`src/rtl/debug_io_hub_pkg.sv`:
```
// rtl/debug_io_hub_pkg.sv - shared display constants and seven-segment decoder
package debug_io_pkg;
  localparam int DIGITS = 8;

  // Active-low {dp,g,f,e,d,c,b,a}; dp is always kept dark.
  localparam logic [7:0] SEG_0 = 8'hC0;
  localparam logic [7:0] SEG_1 = 8'hF9;
  localparam logic [7:0] SEG_2 = 8'hA4;
  localparam logic [7:0] SEG_3 = 8'hB0;
  localparam logic [7:0] SEG_4 = 8'h99;
  localparam logic [7:0] SEG_5 = 8'h92;
  localparam logic [7:0] SEG_6 = 8'h82;
  localparam logic [7:0] SEG_7 = 8'hF8;
  localparam logic [7:0] SEG_8 = 8'h80;
  localparam logic [7:0] SEG_9 = 8'h90;
  localparam logic [7:0] SEG_A = 8'h88;
  localparam logic [7:0] SEG_B = 8'h83;
  localparam logic [7:0] SEG_C = 8'hC6;
  localparam logic [7:0] SEG_D = 8'hA1;
  localparam logic [7:0] SEG_E = 8'h86;
  localparam logic [7:0] SEG_F = 8'h8E;

  function automatic logic [7:0] hex7seg(input logic [3:0] nib);
    logic [7:0] seg;
    case (nib)
      4'h0: seg = SEG_0;
      4'h1: seg = SEG_1;
      4'h2: seg = SEG_2;
      4'h3: seg = SEG_3;
      4'h4: seg = SEG_4;
      4'h5: seg = SEG_5;
      4'h6: seg = SEG_6;
      4'h7: seg = SEG_7;
      4'h8: seg = SEG_8;
      4'h9: seg = SEG_9;
      4'hA: seg = SEG_A;
      4'hB: seg = SEG_B;
      4'hC: seg = SEG_C;
      4'hD: seg = SEG_D;
      4'hE: seg = SEG_E;
      default: seg = SEG_F;
    endcase
    return seg;
  endfunction
endpackage

```
`src/rtl/debug_io_hub_if.sv`:
```
// rtl/debug_io_hub_if.sv - board-side and core-side signals of the debug hub
interface debug_io_hub_if #(
  parameter int NUM_CH = 8,
  parameter int SEL_W  = 4
);
  import debug_io_pkg::*;

  logic [4:0]          button;
  logic [SEL_W-1:0]    sel;
  logic                freeze;
  logic                run;
  logic [NUM_CH*32-1:0] debug_in;
  logic                step;
  logic                core_rst;
  logic [7:0]          num_csn;
  logic [DIGITS-1:0]   num_an;
  logic [15:0]         led;

  modport master (
    output button, sel, freeze, run, debug_in,
    input  step, core_rst, num_csn, num_an, led
  );

  modport slave (
    input  button, sel, freeze, run, debug_in,
    output step, core_rst, num_csn, num_an, led
  );
endinterface

```
`src/rtl/debug_io_hub_btn_debounce.sv`:
```
// rtl/debug_io_hub_btn_debounce.sv - button synchroniser, debouncer and rising-edge pulse
module btn_debounce #(
  parameter int DEB_CYCLES = 20000
) (
  input  logic clk,
  input  logic reset,
  input  logic raw,
  output logic level,
  output logic rise
);
  localparam int CNT_W = $clog2(DEB_CYCLES + 1);

  logic [1:0]       sync_q, sync_d;
  logic [CNT_W-1:0] cnt_q, cnt_d;
  logic             level_q, level_d;
  logic             rise_q, rise_d;

  // The counter only runs while the synced sample disagrees with the accepted level.
  always_comb begin
    sync_d  = {sync_q[0], raw};
    cnt_d   = '0;
    level_d = level_q;
    if (sync_q[1] != level_q) begin
      if (cnt_q == CNT_W'(DEB_CYCLES - 1)) begin
        level_d = ~level_q;
      end else begin
        cnt_d = cnt_q + 1'b1;
      end
    end
    rise_d = level_d & ~level_q;
  end

  always_ff @(posedge clk) begin
    if (reset) begin
      sync_q  <= '0;
      cnt_q   <= '0;
      level_q <= 1'b0;
      rise_q  <= 1'b0;
    end else begin
      sync_q  <= sync_d;
      cnt_q   <= cnt_d;
      level_q <= level_d;
      rise_q  <= rise_d;
    end
  end

  assign level = level_q;
  assign rise  = rise_q;
endmodule

```
`src/rtl/debug_io_hub.sv`:
```
// rtl/debug_io_hub.sv - button conditioning, core reset stretch, channel capture and 7-seg scan
module debug_io_hub
  import debug_io_pkg::*;
#(
  parameter int NUM_CH     = 8,
  parameter int SEL_W      = 4,
  parameter int DEB_CYCLES = 20000,
  parameter int RST_HOLD   = 16,
  parameter int SCAN_DIV   = 50000
) (
  input logic clk,
  input logic reset,
  debug_io_hub_if.slave io
);
  localparam int RST_W = $clog2(RST_HOLD + 1);
  localparam int DIV_W = $clog2(SCAN_DIV + 1);

  logic lvl0, rise0, lvl1, rise1;
  logic unused_buttons;

  btn_debounce #(.DEB_CYCLES(DEB_CYCLES)) u_btn_step (
    .clk(clk), .reset(reset), .raw(io.button[0]), .level(lvl0), .rise(rise0)
  );

  btn_debounce #(.DEB_CYCLES(DEB_CYCLES)) u_btn_rst (
    .clk(clk), .reset(reset), .raw(io.button[1]), .level(lvl1), .rise(rise1)
  );

  assign unused_buttons = ^{io.button[4:2], lvl1};

  logic             step_q, step_d;
  logic [RST_W-1:0] rst_cnt_q, rst_cnt_d;
  logic [31:0]      shadow_q, shadow_d;
  logic [DIV_W-1:0] div_q, div_d;
  logic [2:0]       idx_q, idx_d;
  logic [7:0]       an_q, an_d;
  logic [7:0]       csn_q, csn_d;
  logic [15:0]      led_q, led_d;
  logic [31:0]      ch_val;
  logic             oor;
  logic             core_rst;

  assign oor      = ({1'b0, io.sel} >= (SEL_W + 1)'(NUM_CH));
  assign core_rst = (rst_cnt_q != '0);

  always_comb begin
    ch_val = '0;
    for (int k = 0; k < NUM_CH; k++) begin
      if (io.sel == SEL_W'(k)) ch_val = io.debug_in[k*32 +: 32];
    end
  end

  always_comb begin
    step_d = io.run ? 1'b1 : rise0;

    rst_cnt_d = rst_cnt_q;
    if (rise1) begin
      rst_cnt_d = RST_W'(RST_HOLD);
    end else if (rst_cnt_q != '0) begin
      rst_cnt_d = rst_cnt_q - 1'b1;
    end

    shadow_d = shadow_q;
    if (!io.freeze) shadow_d = oor ? 32'h0 : ch_val;

    div_d = div_q + 1'b1;
    idx_d = idx_q;
    if (div_q == DIV_W'(SCAN_DIV - 1)) begin
      div_d = '0;
      idx_d = idx_q + 1'b1;
    end

    // Digit enable and segments are both derived from idx_q so they switch together.
    an_d  = ~({{(DIGITS - 1){1'b0}}, 1'b1} << idx_q);
    csn_d = hex7seg(shadow_q[{idx_q, 2'b00} +: 4]);

    led_d            = '0;
    led_d[SEL_W-1:0] = io.sel;
    led_d[11]        = io.freeze;
    led_d[12]        = io.run;
    led_d[13]        = core_rst;
    led_d[14]        = lvl0;
    led_d[15]        = oor;
  end

  always_ff @(posedge clk) begin
    if (reset) begin
      step_q    <= 1'b0;
      rst_cnt_q <= RST_W'(RST_HOLD);
      shadow_q  <= '0;
      div_q     <= '0;
      idx_q     <= '0;
      an_q      <= 8'hFE;
      csn_q     <= 8'hFF;
      led_q     <= '0;
    end else begin
      step_q    <= step_d;
      rst_cnt_q <= rst_cnt_d;
      shadow_q  <= shadow_d;
      div_q     <= div_d;
      idx_q     <= idx_d;
      an_q      <= an_d;
      csn_q     <= csn_d;
      led_q     <= led_d;
    end
  end

  assign io.step     = step_q;
  assign io.core_rst = core_rst;
  assign io.num_an   = an_q;
  assign io.num_csn  = csn_q;
  assign io.led      = led_q;
endmodule

```
`src/flat_wrapper.sv`:
```
// flat-port wrapper written by rule: the top's interface ports become plain ports
module debug_io_hub_flat import debug_io_pkg::*;
#(
  parameter int NUM_CH     = 8,
  parameter int SEL_W      = 4,
  parameter int DEB_CYCLES = 20000,
  parameter int RST_HOLD   = 16,
  parameter int SCAN_DIV   = 50000
)
  (clk, reset, io_button, io_sel, io_freeze, io_run, io_debug_in, io_step, io_core_rst, io_num_csn, io_num_an, io_led);
  debug_io_hub_if #(.NUM_CH(NUM_CH), .SEL_W(SEL_W)) io_i ();
  input logic clk;
  input logic reset;
  input wire logic [$bits(io_i.button)-1:0] io_button;
  input wire logic [$bits(io_i.sel)-1:0] io_sel;
  input wire logic [$bits(io_i.freeze)-1:0] io_freeze;
  input wire logic [$bits(io_i.run)-1:0] io_run;
  input wire logic [$bits(io_i.debug_in)-1:0] io_debug_in;
  output wire logic [$bits(io_i.step)-1:0] io_step;
  output wire logic [$bits(io_i.core_rst)-1:0] io_core_rst;
  output wire logic [$bits(io_i.num_csn)-1:0] io_num_csn;
  output wire logic [$bits(io_i.num_an)-1:0] io_num_an;
  output wire logic [$bits(io_i.led)-1:0] io_led;
  assign io_i.button = io_button;
  assign io_i.sel = io_sel;
  assign io_i.freeze = io_freeze;
  assign io_i.run = io_run;
  assign io_i.debug_in = io_debug_in;
  assign io_step = io_i.step;
  assign io_core_rst = io_i.core_rst;
  assign io_num_csn = io_i.num_csn;
  assign io_num_an = io_i.num_an;
  assign io_led = io_i.led;
  debug_io_hub #(.NUM_CH(NUM_CH), .SEL_W(SEL_W), .DEB_CYCLES(DEB_CYCLES), .RST_HOLD(RST_HOLD), .SCAN_DIV(SCAN_DIV)) u_core (.clk(clk), .reset(reset), .io(io_i));
endmodule
```
`config.mk`:
```
export PLATFORM = sky130hd
export DESIGN_NAME = debug_io_hub_flat
export DESIGN_NICKNAME = d
export VERILOG_FILES = /design/src/rtl/debug_io_hub_pkg.sv /design/src/rtl/debug_io_hub_if.sv /design/src/rtl/debug_io_hub_btn_debounce.sv /design/src/rtl/debug_io_hub.sv /design/src/flat_wrapper.sv
export SDC_FILE = /design/constraint.sdc
export NUM_CORES = 1
export LEC_CHECK = 0
export ABC_AREA = 1
export ABC_CLOCK_PERIOD_IN_PS = 3000
export CAP_MARGIN = 20
export CELL_PAD_IN_SITES_DETAIL_PLACEMENT = 0
export CELL_PAD_IN_SITES_GLOBAL_PLACEMENT = 1
export CORE_MARGIN = 5
export CORE_UTILIZATION = 32
export DETAILED_ROUTE_END_ITERATION = 16
export PLACE_DENSITY = 0.95
export SYNTH_ARGS = -nofsm -noshare
export SYNTH_HDL_FRONTEND = slang
export SYNTH_SLANG_ARGS = --single-unit
export TNS_END_PERCENT = 20
```
`constraint.sdc`:
```
create_clock -name clk -period 3 [get_ports clk]
set_input_delay 0.9 -clock clk [delete_from_list [all_inputs] [get_ports clk]]
set_output_delay 0.9 -clock clk [all_outputs]
set_load 0.05 [all_outputs]
```
==> flow_metrics.py, run 1 <==
metrics = {
    "run_status": {
        "status": "complete, no violations",
    },
    "global_route": {
        "grt_pass1_wl_mm": 42.6,
        "grt_start_max_net_pins": 57,
        "grt_antenna_before_repair": 4,
        "grt_pass1_vias": 8207,
        "grt_overflow": 0,
        "grtUsageTotal_pct": 20.3,
    },
    "synth": {
        "yosys.area_share.simple_pct": 41.4,
        "synth_area_um2": 7520,
        "syn_area_per_cell_um2": 6.24,
        "synth_common_cells": "nand2_1, nand3_1, nor2_1, inv_1, dfxtp_1",
        "postSynthCellCount": 1204,
        "synth_edf_count": 0,
        "synth.mux.area_fraction_pct": 0,
        "yosys.area.top_type_share_pct": 31.7,
        "synth_compound_area_share_pct": 8.72,
        "ys_ff_latch": 119,
        "synthDistinctLibCells": 34,
        "yosysWarnings": 0,
        "synth_most_common_cell": "nand2_1",
        "synth-xor-area-share_pct": 1.51,
        "synthTopCellsByArea": "dfxtp_1, nand2_1, nand3_1, nor2_1, inv_1",
        "async_flop_share_pct": 0,
        "seq_area_frac_synth_pct": 31.7,
        "synth-adder-area-share_pct": 2.66,
        "synth_top_family_by_area": "simple AND/OR/NAND/NOR gates",
        "synth_flop_cell": "dfxtp_1",
        "yosysTopAreaCell": "dfxtp_1",
    },
    "sta": {
        "worst_pin_slew_ps": 628,
        "post-route-min-period_ps": 2780,
        "finClkSkew_ps": 11.9,
        "hold_violations": 0,
        "rsz0062_at_grt": "no",
        "setup_viol": 0,
        "maxSlewHeadroom_pct": 58.0,
        "setup_tns_ps": 0,
        "max_freq_ghz": 0.360,
        "period_share_pct": 92.6,
        "final_max_slew_viol_count": 0,
    },
    "finish": {
        "area_delta_synth_final_pct": 49.5,
        "nNetsFinal": 1763,
        "finish.instance_area_um2": 11200,
        "drive_gt1_share_pct": 4.57,
        "final_core_util_pct": 48.2,
    },
    "cts": {
        "cts.clk_slew.worst_paths_ps": 50,
        "clockBufferDepth": 2,
        "clkLatencyLatePin_ps": 410,
        "cts_hold_buf": 0,
        "ctsHtreeMaxLevel": 4,
        "root_buffer": "clkbuf_16",
        "cts_buffers": 17,
        "clkSinkCount": 119,
        "tritoncts": "built",
    },
    "power_and_ir_drop": {
        "power_leakage_uw": 0.00482,
        "pwr_density_cell_nw_per_um2": 386,
        "peakVddDrop_mv": 0.414,
        "p_total_uw": 4330,
    },
    "place": {
        "placed_area_um2": 10700,
        "gp_congestion": 0.948,
        "hpwl_mm": 22.2,
        "io_buffers": 291,
    },
    "worst_setup_path": {
        "r2r_cells": 10,
        "crit_chain": "inv_1 > ha_1 > nand2_1 > or2_2 > dlygate4sd2_1",
        "cp-end-kind": "output port",
        "critPathKind": "flop to output port",
        "arrival_ps": 1880,
        "startpoint": "u_core.rst_cnt_q[0]$_SDFFE_PP0P_",
        "critPathSlowestCell": "dlygate4sd2_1",
        "r2r_start": "u_core.idx_q[1]$_SDFFE_PP0P_",
        "cp-endpoint": "io_core_rst",
        "crit_family": "buffers and inverters",
        "slowest_delay_ps": 540,
        "crit_required_ps": 2100,
        "r2r_end": "u_core.io.num_csn[5]$_SDFF_PP1_",
        "path_buf_inv": 2,
        "crit_path_max_fanout": 7,
        "rrSetupSlack_ps": 790,
        "cp-start-kind": "flop",
        "cp_num_cells": 5,
    },
    "route": {
        "drc_errors": 0,
        "wl_per_cell_um": 15.3,
        "vias": 8533,
        "viasPerCell": 4.71,
        "routed_wl_mm": 27.7,
        "drtAntennaViolNets": 0,
        "drtIter0Drc": 373,
        "firstDrtPassIters": 5,
    },
    "floorplan": {
        "die_height_um": 163,
        "die_area_um2": 26700,
        "num_rows": 56,
        "start_util_pct": 32.2,
        "fp.coreArea_um2": 23300,
        "num_io_pins": 303,
        "die_w_um": 163,
    },
    "worst_hold_path": {
        "hp-class": "flop to flop",
    },
    "run": {
        "max_cap_viol_count": 0,
    },
}
## registers in the layout, summed over array words and instances, names as in the netlist, 2 cells and up
signal	count
u_core.idx_q	3
u_core.div_q	16
u_core.u_btn_rst.sync_q	2
u_core.u_btn_step.sync_q	2
u_core.io.num_csn	7
u_core.u_btn_rst.cnt_q	15
u_core.u_btn_step.cnt_q	15
u_core.shadow_q	32
u_core.io.led	9
u_core.rst_cnt_q	5
u_core.io.num_an	8
## per-layer routing
layer | part of all wire [%] | track usage [%]
met1 | 40 | 23.9
met2 | 50 | 35.7
met3 | 7.1 | 5.75
met4 | 2.5 | 6.63
met5 | 0 | 0
## tightest hold or removal path, cell delays in order, from the launching register on
cell and delay (ps):
dfxtp_1 290, inv_1 50, nor2_1 30
## how the worst min path moves through the flow
stage | start | endpoint | slack (ps) | cells after the start
2_1_floorplan | u_core.u_btn_rst.sync_q[0]$_SDFF_PP0_ | u_core.u_btn_rst.sync_q[1]$_SDFF_PP0_ | 390 | 2
3_3_place_gp | u_core.u_btn_rst.sync_q[0]$_SDFF_PP0_ | u_core.u_btn_rst.sync_q[1]$_SDFF_PP0_ | 400 | 2
3_5_place_dp | u_core.u_btn_step.sync_q[0]$_SDFF_PP0_ | u_core.u_btn_step.sync_q[1]$_SDFF_PP0_ | 410 | 2
4_1_cts | u_core.u_btn_rst.sync_q[0]$_SDFF_PP0_ | u_core.u_btn_rst.sync_q[1]$_SDFF_PP0_ | 420 | 2
5_1_grt | u_core.u_btn_rst.sync_q[0]$_SDFF_PP0_ | u_core.u_btn_rst.sync_q[1]$_SDFF_PP0_ | 430 | 2
6_report | u_core.u_btn_rst.sync_q[0]$_SDFF_PP0_ | u_core.u_btn_rst.sync_q[1]$_SDFF_PP0_ | 410 | 2
## what timing repair did
action / 4_1_cts / 5_1_grt
hold endpoints to repair: 0 / 0
setup buffers: 0 / 0
setup endpoints to repair: 1 / 0
resized for setup: 1 / 0
## layout by cell type, fill, tap and decap left out, drive strengths merged, types with 2 or more instances in the layout
master	netlist	routed
o211ai	5	5
clkdlybuf4s50	0	290
clkinv	2	7
nand4	39	39
nand3b	5	5
o21ai	52	52
inv	150	150
nor2	163	163
ha	16	16
or2	2	2
xnor2	2	2
diode	0	4
buf	43	26
a21oi	34	34
conb	2	8
nor4	3	3
clkbuf	24	24
a31oi	30	30
xor2	11	11
nand2	294	294
nand3	178	178
nor3	28	28
dfxtp	119	119
## metrics by stage
step           cells  hold slack [ps]  setup slack (ps)
6_report        1811              412               223
5_1_grt         1811              430               121
4_1_cts         1807              420               209
3_5_place_dp    1778              407               243
3_3_place_gp    1778              398               285
2_1_floorplan   1210              388               801
## kinds of logic (layout without fill, tap and decap cells)
logic type	count (synthesis)	after routing
other	2	12
adder cells (fa/ha/maj)	16	16
buffers and inverters	220	498
AND/OR/NAND/NOR	713	713
XOR/XNOR	13	13
AO/OA/AOI/OAI	121	121
flip-flops	119	119
## cell type report
class / instances / area [µm²]
tap: 319 / 399
fill: 2384 / 12100
inverter: 152 / 571
sequential: 119 / 2380
timing repair buffer: 317 / 3220
clock buffer: 24 / 482
multi-input combinational: 871 / 4150
clock inverter: 5 / 25.0
antenna: 4 / 10.0
## power by group
part	internal (µW)	leakage [µW]	switching, µW
logic	481	0.00360	424
clock network	1100	0.000255	650
registers	1650	0.000968	35.9
total	3220	0.00482	1110
Note: power is estimated with default switching activity, not from simulation.
==> run 2, diff against run 1 <==
--- a/config.mk
+++ b/config.mk
@@ -11,8 +11,9 @@
 export CELL_PAD_IN_SITES_DETAIL_PLACEMENT = 0
 export CELL_PAD_IN_SITES_GLOBAL_PLACEMENT = 1
 export CORE_MARGIN = 5
-export CORE_UTILIZATION = 32
+export CORE_UTILIZATION = 46
 export DETAILED_ROUTE_END_ITERATION = 16
+export DONT_BUFFER_PORTS = 1
 export PLACE_DENSITY = 0.95
 export SYNTH_ARGS = -nofsm -noshare
 export SYNTH_HDL_FRONTEND = slang
==> run 2 against run 1 <==
  * Cell area is 27% lower
  * Power is 1.7% higher
  * Clock power is 29% higher
  * Final cell count is 22% lower
  * Routed wire length is 13% lower
  * Register-to-register slack worse by 20 ps
  * Hold slack worse by 9.9 ps
  * Die area is 29% lower
  * Core utilization is 3.1 points higher
  * Sequential cell count stayed put
  * Sequential share of layout area is 8.0 points higher
==> flow_metrics.py, run 2 (same netlist as run 1, synthesis figures left out) <==
metrics = {
    "run_status": {
        "status": "complete, no violations",
    },
    "sta": {
        "worst_pin_slew_ps": 890,
        "rsz0062_at_grt": "no",
        "period_share_pct": 79.8,
        "setup_tns_ps": 0,
        "finClkSkew_ps": 4.92,
        "final_max_slew_viol_count": 0,
        "hold_violations": 0,
        "post-route-min-period_ps": 2390,
        "max_freq_ghz": 0.418,
        "whs_ps": 403,
        "setup_viol": 0,
        "maxSlewHeadroom_pct": 40.6,
    },
    "global_route": {
        "grt_pass1_vias": 7315,
        "grt_antenna_before_repair": 1,
        "grtUsageTotal_pct": 25.3,
        "grt_pass1_wl_mm": 37.2,
        "grt_overflow": 0,
        "grt_start_max_net_pins": 67,
    },
    "worst_setup_path": {
        "critPathKind": "flop to output port",
        "rrSetupSlack_ps": 770,
        "r2r_cells": 10,
        "r2r_start": "u_core.idx_q[1]$_SDFFE_PP0P_",
        "cp-end-kind": "output port",
        "arrival_ps": 1490,
        "crit_path_max_fanout": 7,
        "crit_required_ps": 2100,
        "r2r_end": "u_core.io.num_csn[5]$_SDFF_PP1_",
        "cp-endpoint": "io_core_rst",
        "startpoint": "u_core.rst_cnt_q[0]$_SDFFE_PP0P_",
        "cp-start-kind": "flop",
    },
    "power_and_ir_drop": {
        "p_seq_share_pct": 39.5,
        "combPwrFrac_pct": 9.7,
        "power_leakage_uw": 0.00365,
        "peakVddDrop_mv": 0.403,
        "pwr_density_cell_nw_per_um2": 539,
        "p_clk_share_pct": 50.9,
        "power_switching_uw": 1120,
        "internal_power_uw": 3290,
        "p_sw_share_pct": 25.4,
    },
    "finish": {
        "largest_reg_flops": 32,
        "area_delta_synth_final_pct": 8.72,
        "num-fill-cells": 1675,
        "num_antenna_cells": 0,
        "nNetsFinal": 1461,
        "multi_input_comb_area_um2": 4150,
        "reg_top3": "u_core.shadow_q: 32 flops, u_core.div_q: 16 flops",
        "largest_register": "u_core.shadow_q",
        "final_cell_mix": "nand2_1, nand3_1, nor2_1",
        "regArea_um2": 2380,
        "drive_gt1_share_pct": 5.38,
        "final_common_cell": "nand2_1",
    },
    "route": {
        "viasPerCell": 5.40,
        "drtAntennaViolNets": 0,
        "wl_per_cell_um": 17.1,
        "firstDrtPassIters": 5,
        "drc_errors": 0,
        "routed_wl_mm": 24.1,
        "vias": 7594,
        "drtIter0Drc": 473,
    },
    "floorplan": {
        "die_area_um2": 19000,
        "num_io_pins": 303,
        "die_height_um": 138,
        "num_rows": 46,
        "die_w_um": 138,
        "fp.coreArea_um2": 15900,
        "start_util_pct": 47.1,
    },
    "cts": {
        "root_buffer": "clkbuf_16",
        "clkSinkCount": 119,
        "cts.clk_slew.worst_paths_ps": 50,
        "clkLatencyLatePin_ps": 410,
        "cts_resized": 0,
        "cts_hold_buf": 0,
        "clockBufferDepth": 2,
        "ctsHtreeMaxLevel": 4,
        "cts_buffers": 17,
        "tritoncts": "built",
        "post_cts_buffers": 0,
    },
    "worst_hold_path": {
        "min_from": "u_core.u_btn_rst.sync_q[0]$_SDFF_PP0_",
        "hp-class": "flop to flop",
    },
    "place": {
        "io_buffers": 0,
        "hpwl_mm": 18.7,
        "gp_congestion": 0.983,
    },
    "run": {
        "max_cap_viol_count": 0,
    },
}
[run 2: changes by cell type in the layout (fill, tap and decap cells not counted), moves of 2 or more]
cell / previous run / this run
clkdlybuf4s50_1: 290 / 0
buf_12: 9 / 2
clkinvlp_4: 0 / 6
bufinv_16: 0 / 5
clkinv_2: 5 / 0
buf_4: 17 / 13
clkbuf_1: 4 / 0
diode_2: 4 / 0
clkbuf_8: 3 / 1
inv_6: 0 / 2
[run 2: worst max-delay path: stages (launching register included)]
cell and delay [ps]:
dfxtp_1 330, inv_1 60, ha_1 180, nand2_1 70
or2_2 440
[run 2: routing by layer]
metal  up-vias  global-route usage (%)  share of wire [%]
li1       3823                       -                  -
met1      3360                    30.9                 41
met2       357                    41.2                 46
met3        52                    8.62                 10
met4         2                    9.55                3.1
met5         -                       0              0.075
[run 2: how the worst min path moves through the flow]
stage,to,cells after the start
final,u_core.u_btn_rst.sync_q[1]$_SDFF_PP0_,2
after global routing,u_core.u_btn_rst.sync_q[1]$_SDFF_PP0_,2
after CTS,u_core.u_btn_rst.sync_q[1]$_SDFF_PP0_,2
after detailed placement,u_core.u_btn_rst.sync_q[1]$_SDFF_PP0_,2
after global placement,u_core.u_btn_rst.sync_q[1]$_SDFF_PP0_,2
after floorplan,u_core.u_btn_rst.sync_q[1]$_SDFF_PP0_,2
[run 2: power groups by stage]
stage / logic, µW / clock network (µW) / registers [µW]
floorplan: 365 / 0 / 1760
global placement: 414 / 0 / 1770
detailed placement: 425 / 0 / 1770
CTS: 427 / 2280 / 1740
global route: 483 / 2370 / 1750
finish: 425 / 2240 / 1740
[run 2: layout make-up]
| class | instances | share of cell area, % |
|---|---|---|
| multi-input cells | 871 | 50.8 |
| clock inverters | 14 | 2.71 |
| clock buffers | 18 | 5.37 |
| flip-flops and latches | 119 | 29.2 |
| repair buffers | 15 | 1.68 |
| inverters | 152 | 6.98 |
| well taps | 216 | 3.31 |
[run 2: metrics by stage]
stage	instances	instance area (µm²)	power [µW]	worst slack [ps]	util, %
finish	1405	8170	4410	606	51.3
global route	1405	8170	4590	524	51.3
CTS	1405	8170	4450	578	51.3
detailed placement	1373	7510	2200	718	47.1
global placement	1373	7510	2190	734	47.1
floorplan	1210	7540	2130	801	-
==> run 3, diff against run 2 <==
--- a/config.mk
+++ b/config.mk
@@ -6,15 +6,15 @@
 export NUM_CORES = 1
 export LEC_CHECK = 0
 export ABC_AREA = 1
-export ABC_CLOCK_PERIOD_IN_PS = 3000
+export ABC_CLOCK_PERIOD_IN_PS = 2180
 export CAP_MARGIN = 20
 export CELL_PAD_IN_SITES_DETAIL_PLACEMENT = 0
 export CELL_PAD_IN_SITES_GLOBAL_PLACEMENT = 1
 export CORE_MARGIN = 5
-export CORE_UTILIZATION = 46
+export CORE_UTILIZATION = 39
 export DETAILED_ROUTE_END_ITERATION = 16
 export DONT_BUFFER_PORTS = 1
-export PLACE_DENSITY = 0.95
+export PLACE_DENSITY = 0.88
 export SYNTH_ARGS = -nofsm -noshare
 export SYNTH_HDL_FRONTEND = slang
 export SYNTH_SLANG_ARGS = --single-unit
==> constraint.sdc (replaced) <==
create_clock -name clk -period 2.18 [get_ports clk]
set_input_delay 0.654 -clock clk [delete_from_list [all_inputs] [get_ports clk]]
set_output_delay 0.654 -clock clk [all_outputs]
set_load 0.05 [all_outputs]
==> run 3 against run 2 <==
  * Cell area grew 0.54%
  * Sequential cell count unchanged
  * Clock-buffer cell count grew 4
  * Hold slack got worse by 99 ps
  * Sequential share of layout area is 0.14 points lower
  * Core utilization fell by 7.6 points
  * Sequential power grew 38%
  * Combinational power increased by 40%
  * Final cell count rose by 4.0%
  * Clock power increased by 13%
  * Critical endpoint unchanged
==> flow_metrics.py, run 3 (same netlist as run 1, synthesis figures left out) <==
metrics = {
    "finish": {
        "drive_gt1_share_pct": 6.24,
        "reg_top3": "u_core.shadow_q: 32 flops, u_core.div_q: 16 flops",
        "largest_reg_flops": 32,
        "finish.instance_area_um2": 8220,
        "largest_register": "u_core.shadow_q",
        "final_cell_mix": "nand2_1, nand3_1, nor2_1",
        "final_common_cell": "nand2_1",
        "area_delta_synth_final_pct": 9.31,
        "num_antenna_cells": 0,
        "num-fill-cells": 1968,
        "final_cells": 1461,
        "nNetsFinal": 1473,
    },
    "floorplan": {
        "fp.coreArea_um2": 18800,
        "die_w_um": 149,
        "die_area_um2": 22100,
        "die_height_um": 149,
        "start_util_pct": 39.9,
        "num_io_pins": 303,
        "num_rows": 50,
    },
    "route": {
        "firstDrtPassIters": 5,
        "routed_wl_mm": 24.0,
        "drc_errors": 0,
        "vias": 7579,
        "drtIter0Drc": 547,
        "wl_per_cell_um": 16.4,
        "drtAntennaViolNets": 0,
        "viasPerCell": 5.19,
    },
    "cts": {
        "cts.clk_slew.worst_paths_ps": 50,
        "clockBufferDepth": 2,
        "cts_hold_buf": 0,
        "cts_buffers": 17,
        "clkSinkCount": 119,
        "clkLatencyLatePin_ps": 410,
        "ctsHtreeMaxLevel": 4,
        "cts_resized": 0,
        "root_buffer": "clkbuf_16",
        "post_cts_buffers": 0,
        "tritoncts": "built",
    },
    "sta": {
        "post-route-min-period_ps": 2050,
        "maxSlewHeadroom_pct": 28.6,
        "worst_pin_slew_ps": 1070,
        "setup_viol": 0,
        "period_share_pct": 94.0,
        "finClkSkew_ps": 5.58,
        "final_max_slew_viol_count": 0,
        "hold_violations": 0,
        "max_freq_ghz": 0.488,
        "rsz0062_at_grt": "no",
        "whs_ps": 304,
    },
    "worst_setup_path": {
        "critPathKind": "flop to output port",
        "cp-start-kind": "flop",
        "arrival_ps": 1390,
        "slowest_delay_ps": 370,
        "crit_required_ps": 1530,
        "crit_path_max_fanout": 7,
        "r2r_end": "u_core.io.num_csn[5]$_SDFF_PP1_",
        "rrSetupSlack_ps": 280,
        "cp-end-kind": "output port",
        "r2r_cells": 11,
        "r2r_start": "u_core.idx_q[0]$_SDFFE_PP0P_",
        "crit_chain": "inv_1 > ha_1 > nand2_1 > or2_4",
        "critPathSlowestCell": "dfxtp_1",
    },
    "power_and_ir_drop": {
        "pwr_density_cell_nw_per_um2": 672,
        "combPwrFrac_pct": 10.7,
        "p_sw_share_pct": 27.4,
        "p_total_uw": 5520,
        "p_seq_share_pct": 43.4,
        "power_switching_uw": 1510,
        "p_clk_share_pct": 45.8,
        "peakVddDrop_mv": 0.400,
        "internal_power_uw": 4010,
        "power_leakage_uw": 0.00367,
    },
    "place": {
        "hpwl_mm": 18.9,
        "gp_congestion": 0.939,
        "placed_cells": 1429,
        "placed_area_um2": 7660,
        "io_buffers": 0,
    },
    "worst_hold_path": {
        "hold_path_depth": 1,
        "hp-class": "primary input to flop",
        "min_from": "reset",
        "whs_endpoint": "u_core.io.led[12]$_SDFF_PP0_",
    },
    "global_route": {
        "grt_pass1_vias": 7286,
        "grt_start_max_net_pins": 94,
        "grt_pass1_wl_mm": 37.6,
        "grt_antenna_before_repair": 1,
        "grtUsageTotal_pct": 21.4,
        "grt_overflow": 0,
    },
    "run_status": {
        "status": "complete, no violations",
    },
    "run": {
        "max_cap_viol_count": 0,
    },
}
[run 3: cell count changes in the layout (fill, tap and decap cells not counted), sizes merged]
cell and delta:
bufinv -5, inv -2, clkinv +7, clkinvlp -4
clkbuf +4, buf +12
[run 3: how the worst max path moves through the flow]
stage,start,to,depth (start not counted)
2_1_floorplan,u_core.rst_cnt_q[0]$_SDFFE_PP0P_,io_core_rst,5
3_3_place_gp,io_sel[1],u_core.shadow_q[31]$_SDFFE_PP0N_,10
3_5_place_dp,io_sel[1],u_core.shadow_q[31]$_SDFFE_PP0N_,10
4_1_cts,u_core.rst_cnt_q[0]$_SDFFE_PP0P_,io_core_rst,4
5_1_grt,u_core.rst_cnt_q[0]$_SDFFE_PP0P_,io_core_rst,4
6_report,u_core.rst_cnt_q[0]$_SDFFE_PP0P_,io_core_rst,4
[run 3: power by group through the flow]
stage          Sequential [µW]  Clock, µW  Combinational, µW
6_report                  2400       2530                593
5_1_grt                   2410       2680                671
4_1_cts                   2400       2600                591
3_5_place_dp              2440          0                590
3_3_place_gp              2440          0                574
2_1_floorplan             2420          0                502
[run 3: layout make-up]
| class | count | area [µm²] | area share, % |
|---|---|---|---|
| multi-input cells | 871 | 4150 | 50.5 |
| repair buffers | 27 | 235 | 2.86 |
| clock buffers | 22 | 474 | 5.77 |
| clock inverters | 10 | 73.8 | 0.899 |
| flip-flops and latches | 119 | 2380 | 29.0 |
| inverters | 152 | 571 | 6.94 |
| well taps | 260 | 325 | 3.96 |
[run 3: layer usage]
metal	global-route usage [%]	routed length, µm	vias to the layer above
li1	-	-	3838
met1	26.8	10400	3395
met2	35.6	11200	301
met3	5.44	1770	43
met4	7.64	629	2
met5	0	13	-
[run 3: worst max-delay path: cells and delay by family, from the launching register on]
kind / cells / cell delay [ps]
DFF: 1 / 370
and+or+nand+nor: 2 / 340
adders and majority gates: 1 / 220
buffers and inverters: 1 / 60
[run 3: through the flow]
stage | setup WS (ps) | TNS (ps) | util (%)
after floorplan | 227 | 0 | -
after global placement | -152 | -2370 | 40.6
after detailed placement | -159 | -848 | 40.7
after CTS | 0.482 | 0 | 43.6
after global routing | 36.1 | 0 | 43.6
final | 131 | 0 | 43.6
==> RTL edit 1: new RTL, flow settings as in run 3 <==
`NUM_CH` is set to 8 in 3 places; all go to 7.
--- a/src/rtl/debug_io_hub_if.sv
+++ b/src/rtl/debug_io_hub_if.sv
@@ -1,6 +1,6 @@
 // rtl/debug_io_hub_if.sv - board-side and core-side signals of the debug hub
 interface debug_io_hub_if #(
-  parameter int NUM_CH = 8,
+  parameter int NUM_CH = 7,
   parameter int SEL_W  = 4
 );
   import debug_io_pkg::*;
--- a/src/rtl/debug_io_hub.sv
+++ b/src/rtl/debug_io_hub.sv
@@ -2,7 +2,7 @@
 module debug_io_hub
   import debug_io_pkg::*;
 #(
-  parameter int NUM_CH     = 8,
+  parameter int NUM_CH     = 7,
   parameter int SEL_W      = 4,
   parameter int DEB_CYCLES = 20000,
   parameter int RST_HOLD   = 16,
--- a/src/flat_wrapper.sv
+++ b/src/flat_wrapper.sv
@@ -1,7 +1,7 @@
 // flat-port wrapper written by rule: the top's interface ports become plain ports
 module debug_io_hub_flat import debug_io_pkg::*;
 #(
-  parameter int NUM_CH     = 8,
+  parameter int NUM_CH     = 7,
   parameter int SEL_W      = 4,
   parameter int DEB_CYCLES = 20000,
   parameter int RST_HOLD   = 16,
Ports: changed (resized io_debug_in); port bits go from 303 to 271. The function was not compared with the original's and may differ.
==> RTL edit 1 against run 3 <==
Sequential cell count unchanged; via count increased by 0.36%; highest routed layer unchanged; setup slack improved by 0.0045 ns; worst hold slack improved by 0.0072 ns; routed wire length decreased by 3.5%; die area fell by 1.4%; power grew 6.3%; final area up 1.4%; largest cell class unchanged; utilization up 0.92 points; synthesized area shrank 1.5%.
==> RTL edit 1: results (changes against run 3) <==
metric;value;unit;change
number of fill cells;1998;;was 1,968
initial antenna violation count;4;;was 1
clk slew on worst S/H paths;0.05;ns;about the same
register area share after synthesis;0.322;;was 0.317
Post-synth top cells;nand2_1, nand3_1, inv_1;;was nand2_1, nand3_1, nor2_1
largest net degree at the start of global routing;65;;was 94
share of cells above drive strength 1;0.0752;;was 0.0624
global-route wire length before repair;36400;um;was 37,600 um
Compound-Gate Fraction of Synth Area;0.0617;;was 0.0872
Tot GR Track Use;0.208;;was 0.214
post-synthesis cell type count;32;;was 34
vias post-DR;7606;;was 7,579
wire length per cell;15.8;um;was 16.4 um
vias in the first global route;7065;;was 7,286
nets;1464;;was 1,473
status;finished, final reports clean;;unchanged
critical path's top delay family;flip-flops;;unchanged
P_leak;0.00358;uW;was 0.00367 uW
dominant cells by area after synthesis;dfxtp_1, nand2_1, nand3_1, inv_1, nor2_1;;was dfxtp_1, nand2_1, nand3_1, nor2_1, inv_1
Synth Area in XOR/XNOR;0.00592;;was 0.0151
Max VDD drop;0.478;mV;was 0.400 mV
Final Skew;0.0111;ns;was 0.00558 ns
Initial DRC Count;603;;was 547
Cell Area, Placed;7700;um2;was 7660 um2
DP HPWL;17900;um;was 18,900 um
Clock Latency Late Sink;0.41;ns;about the same
-- RTL edit 1: cell count changes after synthesis, moves of 6 or more --
cell,change
a31oi_1,-29
clkbuf_8,-9
xor2_1,-8
nand4_1,+6
or2_0,+10
or2_2,+19
inv_1,-16
clkbuf_1,+10
nand2_1,+92
nor2_1,-50
-- RTL edit 1: final timing paths --
check	end	cells after the start	slack, ns
min	u_core.u_btn_rst.sync_q[1]	1	0.31
max	io_core_rst	4	0.14
min reg2reg	u_core.u_btn_step.sync_q[1]	2	0.40
max reg2reg	u_core.io.num_csn[0]	12	0.32
-- RTL edit 1: cell families after synthesis --
kind of cell | Yosys count
AO/OA/AOI/OAI | 90
AND/OR/NAND/NOR | 794
adder cells (fa/ha/maj) | 16
buffers and inverters | 202
XOR/XNOR | 5
flip-flops | 119
other | 2
-- RTL edit 1: worst register-to-register path, stage by stage (launching register included) --
cell     delay (ns)
dfxtp_2        0.40
buf_4          0.18
buf_4          0.14
nand2_1        0.05
nand3_1        0.07
nand3_1        0.09
nand2_2        0.15
inv_1          0.10
ha_1           0.25
nand3_1        0.11
nor2_1         0.05
nor2_1         0.12
nand2_1        0.07
-- RTL edit 1: metrics by stage --
stage	instances	hold WS (ns)	power, uW	setup slack (ns)
3_5_place_dp	1426	0.399	3020	0.138
3_3_place_gp	1426	0.398	3010	0.163
2_1_floorplan	1234	0.388	2890	0.226
5_1_grt	1459	0.290	6130	0.0491
6_report	1459	0.311	5870	0.136
4_1_cts	1458	0.286	5940	0.00380
-- RTL edit 1: where the power goes --
part           total, uW  leakage (uW)  internal, uW  switching (uW)
registers           2390      0.000969          2260             125
logic                586       0.00231           204             382
clock network       2890      0.000306          1940             954
-- RTL edit 1: layout make-up --
| cell class | instances | area, um2 | share of cell area |
|---|---|---|---|
| inverters | 136 | 510 | 0.0613 |
| flip-flops and latches | 119 | 2380 | 0.286 |
| repair buffers | 24 | 293 | 0.0351 |
| clock inverters | 8 | 118 | 0.0141 |
| diodes | 1 | 2.50 | 0.000300 |
| well taps | 234 | 293 | 0.0351 |
| multi-input cells | 913 | 4230 | 0.508 |
| clock buffers | 24 | 502 | 0.0602 |
-- RTL edit 1: metal layers --
metal	GRT usage	up-vias	wire [um]
li1	-	3889	-
met5	0	-	40
met3	0.0601	38	1580
met1	0.265	3407	10200
met2	0.343	266	10800
met4	0.0638	6	464
-- RTL edit 1: repair_timing --
item                       4_1_cts  5_1_grt
gates resized for setup          0        3
hold endpoints to repair         0        0
buffers inserted                 0        0
setup endpoints to repair        0        6
==> RTL edit 2: new RTL, config.mk and constraints of run 3 <==
Without the edit above. Reset style: asynchronous (`reset`), changed in 2 clocked blocks.
--- a/src/rtl/debug_io_hub_btn_debounce.sv
+++ b/src/rtl/debug_io_hub_btn_debounce.sv
@@ -30,7 +30,7 @@
     rise_d = level_d & ~level_q;
   end
 
-  always_ff @(posedge clk) begin
+  always_ff @(posedge clk or posedge reset) begin
     if (reset) begin
       sync_q  <= '0;
       cnt_q   <= '0;
--- a/src/rtl/debug_io_hub.sv
+++ b/src/rtl/debug_io_hub.sv
@@ -83,7 +83,7 @@
     led_d[15]        = oor;
   end
 
-  always_ff @(posedge clk) begin
+  always_ff @(posedge clk or posedge reset) begin
     if (reset) begin
       step_q    <= 1'b0;
       rst_cnt_q <= RST_W'(RST_HOLD);
Function: differs if reset is asserted again (counterexample within 4 cycles, from zero or initial values and one cycle with reset high); with reset held inactive, the same outputs for 10 cycles.
==> RTL edit 2 against run 3 <==
Highest routed layer is now met4; sequential cell count did not move; synthesized cell count fell by 11%; synthesized area rose by 0.57%; power rose by 6.5%; setup slack got worse by 0.034 ns; sequential power rose by 3%; largest power group unchanged; routed wire length rose by 1.7%; final area rose by 4.2%.
==> RTL edit 2: results (changes against run 3) <==
metric;value;unit;change
status;finished, final reports clean;;unchanged
crit path max-delay cell type;dfrtp_1;;was dfxtp_1
met1 WL;9820;um;was 10,400 um
Post-synth top cells;nand2_1, nand3_1, inv_1;;was nand2_1, nand3_1, nor2_1
Global Route met3 Usage;0.0638;;was 0.0544
multi-input combinational area share;0.451;;was 0.505
post-synthesis cell type count;38;;was 34
Worst-Margin Slew;0.855;ns;was 1.07 ns
largest net degree at the start of global routing;120;;was 94
GPL Wtd Cong;0.934;;was 0.939
Non-Clock Buffer Area Fraction;0.0358;;was 0.0286
# diodes;1;;was 0
flop2flop setup slack;0.24;ns;was 0.28 ns
hold wc startpoint;io_button[0];;was reset
Hold Crit Endpoint;u_core.u_btn_step.sync_q[0];;was u_core.io.led[12]
pre-CTS setup slack;0.105;ns;was -0.159 ns
DR top layer;met4;;was met5
worst r2r src;u_core.idx_q[0];;unchanged
reg2reg end;u_core.io.num_csn[3];;was u_core.io.num_csn[5]
Placed Instances;1317;;was 1,429
P_leak;0.00412;uW;was 0.00367 uW
multi-input gates;786;;was 871
Sw Ratio;0.252;;was 0.274
Synth Area per Inst;7.02;um2;was 6.24 um2
ys async rst share;1.00;;was 0
sequential fraction of design power;0.417;;was 0.434
RTL edit 2: changes by cell type after synthesis, sizes merged, moves of 8 or more:
cell   delta
dfstp    +15
dfxtp   -119
inv      -30
a31oi    -29
a21oi    +38
nand4     +8
o21ai    +24
nand2    -45
nand3    -12
dfrtp   +104
nor3     -11
nor2     -63
RTL edit 2: metrics by stage:
step / hold slack [ns] / instance area, um2 / power, uW
finish: 0.259 / 8560 / 5880
global route: 0.240 / 8560 / 6140
CTS: 0.237 / 8550 / 5950
detailed placement: 0.343 / 7940 / 3060
global placement: 0.334 / 7940 / 3050
floorplan: 0.331 / 7580 / 2910
RTL edit 2: cell families after synthesis:
logic type / count (synthesis) / synth area share
AOI/OAI and AO/OA: 156 / 0.108
DFF: 119 / 0.396
other: 2 / 0.000994
adders and majority gates: 17 / 0.0281
and+or+nand+nor: 590 / 0.348
buffers and inverters: 178 / 0.100
xor gates and xnor gates: 15 / 0.0174
